[config.mk]
export PLATFORM = sky130hd
export DESIGN_NAME = adder_operand_loader
export DESIGN_NICKNAME = d
export VERILOG_FILES = /design/src/rtl/adder_operand_loader.sv
export SDC_FILE = /design/constraint.sdc
export NUM_CORES = 1
export LEC_CHECK = 0
export ABC_AREA = 1
export BUFFER_PORTS_ARGS = -buffer_cell sky130_fd_sc_hd__buf_4
export CELL_PAD_IN_SITES_DETAIL_PLACEMENT = 0
export CELL_PAD_IN_SITES_GLOBAL_PLACEMENT = 1
export CORE_ASPECT_RATIO = 1.1
export CORE_MARGIN = 10
export CORE_UTILIZATION = 39
export CTS_CLUSTER_SIZE = 25
export DETAILED_ROUTE_END_ITERATION = 16
export PLACE_DENSITY = 0.84
export SYNTH_ARGS = -nofsm -noshare
export SYNTH_HDL_FRONTEND = slang
export SYNTH_SLANG_ARGS = --single-unit
export TNS_END_PERCENT = 100
[constraint.sdc]
create_clock -name clk -period 3.1 [get_ports clk]
set_input_delay 0.465 -clock clk [delete_from_list [all_inputs] [get_ports clk]]
set_output_delay 0.465 -clock clk [all_outputs]
set_load 0.02 [all_outputs]
[src/rtl/adder_operand_loader.sv]
// adder_operand_loader
//
// Upstream feeder for a registered wide adder stage. It collects operand A and
// then operand B as N = W/BW narrow beats, least-significant chunk first. It then
// presents {a, b, cin} as a held, registered operation behind a valid/ready
// handshake.
//
// Ports
//   clk        rising-edge clock
//   rst_n      synchronous active-low reset
//   in_valid   beat present on in_data
//   in_ready   loader accepts a beat this cycle (forced low while rst_n = 0)
//   in_data    BW-bit operand chunk
//   in_cin     carry-in, sampled only with the final B beat
//   a, b       assembled W-bit operands
//   cin        assembled carry-in
//   out_valid  a/b/cin form a complete operation
//   out_ready  downstream accepts the operation
//   op_count   completed output handshakes, wraps modulo 2^CW
module adder_operand_loader #(
  parameter int unsigned W  = 256,
  parameter int unsigned BW = 32,
  parameter int unsigned CW = 16
) (
  input  logic          clk,
  input  logic          rst_n,
  input  logic          in_valid,
  output logic          in_ready,
  input  logic [BW-1:0] in_data,
  input  logic          in_cin,
  output logic [W-1:0]  a,
  output logic [W-1:0]  b,
  output logic          cin,
  output logic          out_valid,
  input  logic          out_ready,
  output logic [CW-1:0] op_count
);

  localparam int unsigned N    = W / BW;
  localparam int unsigned CntW = (N > 1) ? $clog2(N) : 1;

  localparam logic [CntW-1:0] CntLast = CntW'(N - 1);

  localparam logic [1:0] StLoadA   = 2'd0;
  localparam logic [1:0] StLoadB   = 2'd1;
  localparam logic [1:0] StPresent = 2'd2;

  logic [1:0]      state_q, state_d;
  logic [CntW-1:0] cnt_q, cnt_d;
  logic [W-1:0]    a_q, a_d;
  logic [W-1:0]    b_q, b_d;
  logic            cin_q, cin_d;
  logic [CW-1:0]   op_count_q, op_count_d;

  logic beat_acc;
  logic last_beat;

  // in_ready is decoded from state but also gated by rst_n so no beat is
  // offered as accepted while the loader is being cleared.
  assign in_ready  = rst_n && ((state_q == StLoadA) || (state_q == StLoadB));
  assign out_valid = (state_q == StPresent);
  assign a         = a_q;
  assign b         = b_q;
  assign cin       = cin_q;
  assign op_count  = op_count_q;

  assign beat_acc  = in_valid && in_ready;
  assign last_beat = (cnt_q == CntLast);

  always_comb begin
    state_d    = state_q;
    cnt_d      = cnt_q;
    a_d        = a_q;
    b_d        = b_q;
    cin_d      = cin_q;
    op_count_d = op_count_q;

    case (state_q)
      StLoadA: begin
        if (beat_acc) begin
          a_d[cnt_q*BW +: BW] = in_data;
          if (last_beat) begin
            cnt_d   = '0;
            state_d = StLoadB;
          end else begin
            cnt_d = cnt_q + CntW'(1);
          end
        end
      end
      StLoadB: begin
        if (beat_acc) begin
          b_d[cnt_q*BW +: BW] = in_data;
          if (last_beat) begin
            // Carry-in travels with the final B chunk only.
            cin_d   = in_cin;
            cnt_d   = '0;
            state_d = StPresent;
          end else begin
            cnt_d = cnt_q + CntW'(1);
          end
        end
      end
      StPresent: begin
        // Operands stay frozen here; only the handshake moves us on.
        if (out_ready) begin
          op_count_d = op_count_q + CW'(1);
          state_d    = StLoadA;
        end
      end
      default: begin
        // Unreachable encoding: recover to the start of a fresh load.
        cnt_d   = '0;
        state_d = StLoadA;
      end
    endcase
  end

  always_ff @(posedge clk) begin
    if (!rst_n) begin
      state_q    <= StLoadA;
      cnt_q      <= '0;
      a_q        <= '0;
      b_q        <= '0;
      cin_q      <= 1'b0;
      op_count_q <= '0;
    end else begin
      state_q    <= state_d;
      cnt_q      <= cnt_d;
      a_q        <= a_d;
      b_q        <= b_d;
      cin_q      <= cin_d;
      op_count_q <= op_count_d;
    end
  end

endmodule

After elaboration in Yosys (flattened, before gate mapping)
Index checks and enable logic that the tools add are counted.
{ "word_totals": {"reg_bits": 534, "inputBits": 37, "output_inout_bits": 531, "wordCells": 43} }
{ "op_classes": {"add_sub_neg": 3, "eq_ne": 9, "shift": 2, "muxes": 11, "n_bitwise": 1, "n_reduce_logical": 11} }
{ "ops": {"columns": ["operator", "count"], "rows": [
  ["256-bit bitwise mux", 2],
  ["32-bit by 34-bit variable shift with 256-bit output (first input constant)", 1],
  ["32-bit by 34-bit variable part select with 256-bit output", 1],
  ["8-bit negator with 34-bit output", 1],
  ["16-bit by 1-bit adder with 16-bit output (second input constant)", 1],
  ["2-bit 2-to-1 mux", 5],
  ["2-bit inequality test (second input constant)", 4],
  ["2-bit AND reduction", 4],
  ["3-bit 2-to-1 mux", 2],
  ["2-bit case mux with 3 select lines", 1],
  ["3-bit case mux with 2 select lines", 1],
  ["5-bit AND reduction", 1],
  ["2-bit by 1-bit inequality test with 1-bit output (second input constant)", 2],
  ["3-bit by 1-bit adder with 3-bit output (second input constant)", 1],
  ["3-bit equality test (second input constant)", 1],
  ["3-bit AND reduction", 1],
  ["2-bit by 1-bit equality test with 1-bit output (second input constant)", 1],
  ["2-bit equality test (second input constant)", 1],
  ["1-bit logical AND", 2],
  ["2-bit zero test", 1],
  ["2-bit OR reduction", 1],
  ["1-bit logical OR", 1],
  ["1-bit NOT", 1]
]} }

Longest topological paths before layout
Gate-level depths: netlist (run 1).
{ "depth": {"depth_word": 6, "mapped_depth": 11, "ltp_nobuf": 10} }

Least setup slack after synthesis (run 1)
No wires, ideal clock.
{ "synth_timing": {"path_kind": "reg2reg", "startpoint": "register cnt_q[0]", "endpoint": "register b_q[10], in the netlist b[10]", "setup_time_ps": 116, "t_arrival_ps": 1996, "setup_slack_ps": 988, "path_stages_with_launch": 11, "path_buffers": 1, "synth_period_minus_slack_ps": 2112, "cell_sequence": "dfxtp_1 inv_2 ha_1 ha_1 inv_1 nand3_1 nor2_1 nand2_1 clkbuf_1 o21ai_0 nor2_1"} }
{ "synth_between": {"elab_chain_len": 3, "word_cells_on_any_way": 4, "cone_classes": "add/sub: 1; shift: 2; mux: 1"} }
{ "synth_rtl": {"columns": ["element", "line", "text"], "rows": [
  ["start, declared", "49", "logic [CntW-1:0] cnt_q, cnt_d;"],
  ["start signal, assigned", "128", "cnt_q <= cnt_d;"],
  ["8-bit negator with 34-bit output (*)", "92", "b_d[cnt_q*BW +: BW] = in_data;"],
  ["32-bit by 34-bit variable part select with 256-bit output / 32-bit by 34-bit variable shift with 256-bit output (equally long branches)", "92", null],
  ["256-bit bitwise mux (*)", "92", null],
  ["end signal, assigned", "123", "b_q <= '0;"],
  ["end signal, assigned", "130", "b_q <= b_d;"],
  ["end, declared", "51", "logic [W-1:0] b_q, b_d;"]
]} }
Every way passes the cells marked *; elsewhere a longest branch is shown, timed or not.
A chain may end at the register's enable or synchronous reset.

Final worst setup path (run 1)
{ "layout_timing": {"startpoint": "register cnt_q[1]", "endpoint": "register a_q[175], in the netlist a[175]"} }
{ "layout_between": {"elab_chain_len": 3, "word_cells_on_any_way": 4, "cone_classes": "add/sub: 1; shift: 2; mux: 1"} }
{ "layout_rtl": {"columns": ["element", "line", "text"], "rows": [
  ["8-bit negator with 34-bit output (*)", "81", "a_d[cnt_q*BW +: BW] = in_data;"],
  ["32-bit by 34-bit variable part select with 256-bit output / 32-bit by 34-bit variable shift with 256-bit output (equally long branches)", "81", null],
  ["256-bit bitwise mux (*)", "81", null],
  ["end signal, assigned", "122", "a_q <= '0;"],
  ["end signal, assigned", "129", "a_q <= a_d;"],
  ["end, declared", "50", "logic [W-1:0] a_q, a_d;"]
]} }
Marks and branches as above.

==> results.cfg, run 1 <==
[outcome]
status = complete, no violations

[sta]
fin_crit_sh = 0.876
grt_setup_unrepaired = no
tightest_slew_ns = 1.11
relSlewSlack = 0.262
timing.clock.skew_ns = 0.0100
setup_violations = 0
setup_tns_ns = 0
fin_crit_ns = 2.71
drv_slew = 0
fmax_ghz = 0.368
hold_viol_final = 0

[finish]
final_nets = 3182
syn_to_final_growth_pct = 32.3
drive_gt1_frac = 0.223

[power]
swShare = 0.257
power_switching_w = 0.00383
irDropWorstVdd_uv = 390
leakage_nw = 12.0
power_per_cell_area_nw_per_um2 = 571
p_int_w = 0.0111
power.share.clock = 0.440
p_comb_frac = 0.091
seq_power_share = 0.470
p_total_w = 0.0149

[logic_synthesis]
yosysWarnings = 0
synth.avg_cell_area_sq_um = 7.39
synthTopCellsByArea = dfxtp_1, nor2_1, o21ai_0
synthCells = 2664
yosysTopAreaCell = dfxtp_1
ys_ff_latch = 534
synth_top_area_frac = 0.543
syn_nets = 2709
ys_seq_area_frac = 0.543
synth.distinct_cells = 27
synth_area_sq_um = 19700

[drt]
drc = 0
dr.pass1.iters = 6
vias_per_cell = 5.21
ant_nets = 0
vias = 20025
routed_wl_mm = 86.8
routedWlPerCell_um = 22.6
drtIter0Drc = 1821

[clock_network]
cts_htree_levels = 2
cts_num_sinks = 534
numCtsBuffers = 54
clock_path_buffers = 3
cts.repair.resized = 0
cts-root-buf = clkbuf_16
clkSlewWorstSetupHoldPaths_ns = 0.06
cts_tree = done
post_cts.repair.setup_buffers = 0
ctsHoldBuffers = 0
insertion_delay_ns = 0.60

[placement]
dp.final_hpwl_mm = 63.4
routabilityCongestion = 0.892
numPortBuffers = 567

[worst_setup_path]
cp-start-kind = register
critPathCaptureType = register
cpMostUsedCell = nor2_1
r2r-end = a[175]$_SDFFE_PN0P_
arrival_ns = 3.24
path_cells = inv_1 -> ha_1 -> ha_1 -> inv_1 -> nand2_1 -> nor2_1 -> nand2_2 -> inv_2 -> nor2_1 -> nor2_1
worst_path_max_delay_cell = inv_2
startpoint = cnt_q[1]$_SDFFE_PN0P_
crit_path_max_fanout = 33
r2r_cells = 10
crit_path_end = a[175]$_SDFFE_PN0P_
required_ns = 3.63
r2r_start = cnt_q[1]$_SDFFE_PN0P_
rrSetupSlack_ns = 0.39
crit_path_max_incr_delay_ns = 0.56
path_class = reg -> reg

[global_routing]
grt_pass1_vias = 18795
antenna_found_initial = 7
track_usage = 0.275
grt_pass1_wl_mm = 124
grt-ovfl-total = 0
grt_max_degree = 291

[die]
core-area_sq_um = 50000
io_pins = 568
chipHeight_um = 256
initial_core_util = 0.394
dieArea_sq_um = 59900
die_w_um = 234
rows = 86

[job]
maxCapViolations = 0

[worst_hold_path]
hold_class = in -> reg
## worst max-delay path: cells and delay by family, from the launching register on
kind / cells / cell delay, ns
adders and majority gates: 2 / 0.53
buffers and inverters: 3 / 0.80
DFF: 1 / 0.37
and+or+nand+nor: 5 / 0.94
## cells by family (layout without fill, tap and decap cells)
logic type / Yosys count / count (layout) / share of synthesized area
other: 0 / 1 / 0
DFF: 534 / 534 / 0.543
buffers and inverters: 271 / 786 / 0.0554
AOI/OAI and AO/OA: 592 / 592 / 0.151
xor gates and xnor gates: 2 / 2 / 0.000889
adders and majority gates: 8 / 8 / 0.00508
and+or+nand+nor: 1257 / 1257 / 0.245
## registers in the layout, indices dropped and copies added, names as in the netlist
| register | count |
|---|---|
| a | 256 |
| b | 256 |
| state_q | 2 |
| cin | 1 |
| op_count | 16 |
| cnt_q | 3 |
## metal layers
layer	routed length, um	track usage	vias up
met2	40100	0.438	960
met5	83	0	-
li1	-	-	9452
met1	33900	0.339	9413
met3	8780	0.0801	190
met4	3810	0.114	10
## worst min path at each step
stage	to	slack, ns	depth (start not counted)	startpoint
after floorplan	state_q[0]$_SDFFE_PN0P_	0.51	2	state_q[0]$_SDFFE_PN0P_
after global placement	cin$_SDFFE_PN0P_	0.45	2	cin$_SDFFE_PN0P_
after detailed placement	cin$_SDFFE_PN0P_	0.46	2	cin$_SDFFE_PN0P_
after CTS	state_q[1]$_SDFFE_PN0P_	0.03	2	out_ready
after global routing	state_q[1]$_SDFFE_PN0P_	0.06	2	out_ready
final	state_q[1]$_SDFFE_PN0P_	0.07	2	out_ready
## cell type report
| type | instances | area, sq um |
|---|---|---|
| multi-input cells | 1859 | 7940 |
| repair buffers | 599 | 4530 |
| flip-flops and latches | 534 | 10700 |
| well taps | 660 | 826 |
| fillers | 4942 | 24000 |
| diodes | 1 | 2.50 |
| inverters | 89 | 334 |
| clock inverters | 17 | 195 |
| clock buffers | 81 | 1550 |
## power by group through the flow
stage / Combinational, W / Clock, W / Sequential, W
after global placement: 0.00131 / 0 / 0.00714
after global routing: 0.00144 / 0.00690 / 0.00699
after CTS: 0.00133 / 0.00663 / 0.00699
after detailed placement: 0.00133 / 0 / 0.00714
final: 0.00135 / 0.00655 / 0.00699
after floorplan: 0.000655 / 0 / 0.00721
## metrics by stage
step,std cells,cell area [sq um],utilization,worst slack [ns],hold slack [ns]
global placement,3741,24300,0.486,0.568,0.452
finish,3840,26100,0.521,0.385,0.0687
global route,3839,26100,0.521,0.110,0.0581
floorplan,2664,19700,-,0.988,0.514
CTS,3839,26100,0.521,0.419,0.0349
detailed placement,3741,24300,0.486,0.446,0.461
## cell usage in the layout (no fill, tap or decap), drive strengths merged, types with 4 or more instances in the layout
cell type	count
clkbuf	81
inv	91
dfxtp	534
clkinv	11
nor3	36
buf	599
a21oi	100
nand2	111
nor2	1089
nand3	16
bufinv	4
o21ai	488
ha	8
## synthesized netlist by cell type (all sizes together)
| cell type | number |
|---|---|
| a21oi | 100 |
| o21ai | 488 |
| inv | 89 |
| nor3 | 36 |
| nand4 | 2 |
| ha | 8 |
| o21a | 1 |
| clkbuf | 122 |
| and3 | 1 |
| a211oi | 1 |
| buf | 60 |
| o32ai | 1 |
| or2 | 1 |
| nor2 | 1089 |
| dfxtp | 534 |
| o31ai | 1 |
| nand3 | 16 |
| nor3b | 1 |
| xor2 | 2 |
| nand2 | 111 |
No activity file was read; power rests on OpenSTA's default activity.
==> inputs of run 2 (changes only) <==
--- a/config.mk
+++ b/config.mk
@@ -12,8 +12,8 @@
 export CORE_ASPECT_RATIO = 1.1
 export CORE_MARGIN = 10
-export CORE_UTILIZATION = 39
-export CTS_CLUSTER_SIZE = 25
+export CORE_UTILIZATION = 37
+export CTS_CLUSTER_SIZE = 20
 export DETAILED_ROUTE_END_ITERATION = 16
-export PLACE_DENSITY = 0.84
+export PLACE_DENSITY = 0.8
 export SYNTH_ARGS = -nofsm -noshare
 export SYNTH_HDL_FRONTEND = slang
==> constraint.sdc (replaced) <==
create_clock -name clk -period 2.6 [get_ports clk]
set_input_delay 0.13 -clock clk [delete_from_list [all_inputs] [get_ports clk]]
set_output_delay 0.13 -clock clk [all_outputs]
set_load 0.02 [all_outputs]
==> run 2 against run 1 <==
Clock power is 25% higher; largest cell class unchanged; register-to-register slack worse by 0.17 ns; wire length is 1.8% higher; via count hardly changed; highest routed layer unchanged; critical path type unchanged; sequential power is 19% higher.
==> results.cfg, run 2 (synthesis results as in run 1) <==
[worst_setup_path]
crit_path_max_fanout = 32
required_ns = 3.06
cp-start-kind = register
worst_path_max_delay_cell = dfxtp_1
path_class = reg -> reg
path_cells = inv_1 -> ha_1 -> ha_1 -> inv_1 -> nand3_1 -> nor2_4 -> buf_4 -> nand2_1 -> buf_4 -> nor2_1 -> nor3_1
crit_buf_inv = 4
crit_path_max_incr_delay_ns = 0.37
arrival_ns = 2.84
critPathCaptureType = register
timing.critical_path.max_delay_family = buffers and inverters

[sta]
relSlewSlack = 0.341
fmax_ghz = 0.419
fin_crit_ns = 2.39
fin_hold_ws_ns = 0.423
drv_slew = 0
setup_tns_ns = 0
setup_violations = 0
fin_crit_sh = 0.918
fin_ws_ns = 0.214
tightest_slew_ns = 0.988
timing.clock.skew_ns = 0.0155
grt_setup_unrepaired = no
hold_viol_final = 0

[power]
p_int_w = 0.0135
swShare = 0.256
p_comb_frac = 0.094
irDropWorstVdd_uv = 497
leakage_nw = 12.4
power_switching_w = 0.00467
p_total_w = 0.0182
power_per_cell_area_nw_per_um2 = 676
seq_power_share = 0.458
power.share.clock = 0.448

[global_routing]
grt_max_degree = 216
track_usage = 0.267
grt_pass1_vias = 18974
antenna_found_initial = 4
grt-ovfl-total = 0
grt_pass1_wl_mm = 126

[clock_network]
post_cts.repair.setup_buffers = 0
cts_num_sinks = 534
cts-root-buf = clkbuf_16
clock_path_buffers = 3
numCtsBuffers = 55
cts_htree_levels = 2
clkSlewWorstSetupHoldPaths_ns = 0.06
cts_tree = done
insertion_delay_ns = 0.60

[drt]
drc = 0
routedWlPerCell_um = 22.5
vias_per_cell = 5.11
ant_nets = 0
vias = 20037
routed_wl_mm = 88.4
drtIter0Drc = 1957
dr.pass1.iters = 6

[finish]
final_common_cell = nor2_1
num-fill-cells = 5207
layout_common_cells = nor2_1, buf_4, dfxtp_1
seq_area_sq_um = 10700
drive_gt1_frac = 0.231
syn_to_final_growth_pct = 36.7
multi_input_area_sq_um = 7940
final_nets = 3247
post-route-cell-area_sq_um = 26900

[die]
core-area_sq_um = 52500
chipHeight_um = 262
rows = 88
io_pins = 568
die_w_um = 240
dieArea_sq_um = 62900
initial_core_util = 0.375

[worst_hold_path]
hold_class = in -> reg

[placement]
numPortBuffers = 567
dp_slack_ns = 0.185
dp.final_hpwl_mm = 65.0
dpl_cell_area_sq_um = 24700
routabilityCongestion = 0.912

[outcome]
status = complete, no violations

[job]
maxCapViolations = 0
## run 2: changes by cell type in the layout (fill, tap and decap cells not counted), moves of 3 or more
cell / change
clkbuf_1: -11
buf_4: +15
diode_2: +3
dlygate4sd3_1: +38
clkbuf_8: +7
buf_12: +11
clkinvlp_4: +3
## run 2: final cells by class
cell class,instances,area share
timing repair buffer,663,0.195
multi-input combinational,1859,0.295
sequential,534,0.397
tap,675,0.0314
clock inverter,22,0.00943
clock buffer,77,0.0597
antenna,4,0.000372
inverter,89,0.0125
## run 2: repair_timing
item	CTS	global route
endpoints found under the setup margin	0	10
endpoints found under the hold margin	93	0
hold buffers	38	0
resized for setup	0	3
## run 2: path summary, 6_finish.rpt
check,from,end,slack [ns],cells past startpoint
hold / removal,in_data[18],b[18]$_SDFFE_PN0P_,0.42,4
hold reg to reg,b[210]$_SDFFE_PN0P_,b[210]$_SDFFE_PN0P_,0.48,2
setup reg to reg,cnt_q[1]$_SDFFE_PN0P_,a[0]$_SDFFE_PN0P_,0.21,11
setup / recovery,cnt_q[1]$_SDFFE_PN0P_,a[0]$_SDFFE_PN0P_,0.21,11
## run 2: power groups by stage
stage                     Clock, W  Sequential [W]  Combinational (W)
after floorplan                  0         0.00860           0.000781
after global placement           0         0.00852            0.00163
after detailed placement         0         0.00852            0.00164
after CTS                  0.00827         0.00834            0.00169
after global routing       0.00857         0.00834            0.00183
final                      0.00816         0.00834            0.00170
## run 2: tightest hold or removal path, delay by kind of cell
family / cells / cell delay [ns]
AND/OR/NAND/NOR: 1 / 0.08
AO/OA/AOI/OAI: 1 / 0.09
buffers and inverters: 2 / 0.68
## run 2: through the flow
step / utilization / std cells
final: 0.513 / 3923
after global routing: 0.513 / 3922
after CTS: 0.512 / 3919
after detailed placement: 0.470 / 3782
after global placement: 0.470 / 3782
after floorplan: - / 2664
## run 2: per-layer routing
metal / up-vias / wire (um) / GRT usage
met4: 2 / 3280 / 0.0992
met3: 159 / 7580 / 0.0674
li1: 9606 / - / -
met1: 9413 / 35900 / 0.332
met5: - / 13 / 0
met2: 857 / 41600 / 0.439
==> inputs of run 3 (changes only) <==
- BUFFER_PORTS_ARGS: -buffer_cell sky130_fd_sc_hd__buf_4 -> not set
- CORE_UTILIZATION: 37 -> 44
- DONT_BUFFER_PORTS: not set -> 1
- PLACE_DENSITY: 0.8 -> 0.78
==> run 3 against run 2 <==
The flow now finishes with violations (hold timing, slew limit, setup timing); worst setup slack got worse by 0.26 ns; first-iteration DRC count decreased by 11%; utilization increased by 0.076 points; fmax decreased by 10%; critical path depth decreased by 1; non-clock buffer count decreased by 538; clock skew about the same; hold slack got worse by 0.52 ns; clock-buffer cell count increased by 4; largest cell class unchanged; largest power group unchanged; highest routed layer unchanged.
==> results.cfg, run 3 (synthesis results as in run 1) <==
[outcome]
status = complete, but fails checks
violations = hold timing, slew limit, setup timing

[drt]
drtIter0Drc = 1747
vias = 17998
routed_wl_mm = 83.8
routedWlPerCell_um = 25.5
vias_per_cell = 5.48
ant_nets = 0
drc = 0
dr.pass1.iters = 5

[power]
p_total_w = 0.0176
power_per_cell_area_nw_per_um2 = 771
leakage_nw = 9.38
irDropWorstVdd_uv = 598

[worst_setup_path]
path_cells = inv_2 -> ha_1 -> ha_1 -> nand4_1 -> buf_4 -> nor2_4 -> buf_12 -> o21ai_0 -> dlygate4sd3_1 -> nor2_1
crit_buf_inv = 4
crit_path_max_incr_delay_ns = 0.69
cpMostUsedCell = ha_1
timing.critical_path.max_delay_family = buffers and inverters
arrival_ns = 3.19
worst_path_max_delay_cell = dlygate4sd3_1
crit_path_max_fanout = 16
critPathCaptureType = register
path_class = reg -> reg
required_ns = 3.14
cp-start-kind = register

[placement]
dp.final_hpwl_mm = 58.9
routabilityCongestion = 0.860
dp_slack_ns = 0.215
numPortBuffers = 0

[sta]
hold_viol_final = 20
timing.clock.skew_ns = 0.0160
fin_crit_ns = 2.65
relSlewSlack = -0.301
fin_hold_ws_ns = -0.100
setup_violations = 6
tightest_slew_ns = 1.95
fin_crit_sh = 1.02
drv_slew = 273
fin_ws_ns = -0.0501
fmax_ghz = 0.377

[clock_network]
clkSlewWorstSetupHoldPaths_ns = 0.06
cts_num_sinks = 534
numCtsBuffers = 54
cts_tree = done
cts-root-buf = clkbuf_16
clock_path_buffers = 3
insertion_delay_ns = 0.60
cts_htree_levels = 2

[global_routing]
track_usage = 0.290
grt_pass1_wl_mm = 118
grt-ovfl-total = 0
grt_pass1_vias = 16454
antenna_found_initial = 3
grt_max_degree = 491

[die]
die_w_um = 222
core-area_sq_um = 44400
chipHeight_um = 242
dieArea_sq_um = 53600
initial_core_util = 0.444
rows = 81
io_pins = 568

[finish]
fin_util = 0.514
drive_gt1_frac = 0.0633
syn_to_final_growth_pct = 15.7
final_common_cell = nor2_1
layout_common_cells = nor2_1, dfxtp_1, o21ai_0
final_nets = 2708

[worst_hold_path]
hold_class = in -> reg

[job]
maxCapViolations = 0
run 3: changes by cell type in the layout (fill, tap and decap cells not counted), sizes merged:
cell         before  now
buf             625   55
dlygate4sd3      38   68
clkbuf           77   83
clkinv           13    7
clkinvlp          3    1
diode             4    2
bufinv            5    4
run 3: report_power, final:
part / leakage (nW) / switching, W / internal (W)
sequential: 4.30 / 0.000201 / 0.00827
clock: 0.863 / 0.00323 / 0.00457
combinational: 4.21 / 0.000957 / 0.000345
total: 9.38 / 0.00439 / 0.0132
run 3: area by class of cell:
type | instances | area (sq um)
Clock inverter | 13 | 171
Sequential cell | 534 | 10700
Multi-Input combinational cell | 1859 | 7950
Clock buffer | 81 | 1580
Inverter | 89 | 337
Tap cell | 581 | 727
Antenna cell | 2 | 5.00
Timing Repair Buffer | 125 | 1330
Fill cell | 4397 | 21600
run 3: worst paths after layout:
kind	endpoint	startpoint	cells past startpoint	slack (ns)
worst max-delay path	b[144]$_SDFFE_PN0P_	cnt_q[1]$_SDFFE_PN0P_	10	-0.05
worst min-delay path	a[126]$_SDFFE_PN0P_	rst_n	2	-0.10
worst max register to register	b[144]$_SDFFE_PN0P_	cnt_q[1]$_SDFFE_PN0P_	10	-0.05
worst min register to register	cnt_q[1]$_SDFFE_PN0P_	cnt_q[1]$_SDFFE_PN0P_	2	0.58
run 3: timing repair:
| item | CTS | global route |
|---|---|---|
| gates resized for setup | 0 | 13 |
| endpoints found under the setup margin | 0 | 8 |
| hold endpoints to repair | 528 | 475 |
| setup buffers | 0 | 4 |
| hold buffers | 53 | 15 |
run 3: stage by stage:
step | hold slack, ns | instance area (sq um) | TNS (ns) | instances
after floorplan | 0.230 | 19700 | 0 | 2664
after global placement | 0.236 | 20200 | 0 | 3114
after detailed placement | 0.237 | 20200 | 0 | 3114
after CTS | -0.310 | 22500 | 0 | 3261
after global routing | -0.307 | 22800 | -0.257 | 3284
final | -0.100 | 22800 | -0.116 | 3284
run 3: routing by layer:
metal / global-route usage / routed length [um] / up-vias
li1: - / - / 8513
met2: 0.477 / 39500 / 801
met5: 0 / 11 / -
met1: 0.336 / 31900 / 8519
met3: 0.110 / 8920 / 163
met4: 0.110 / 3420 / 2
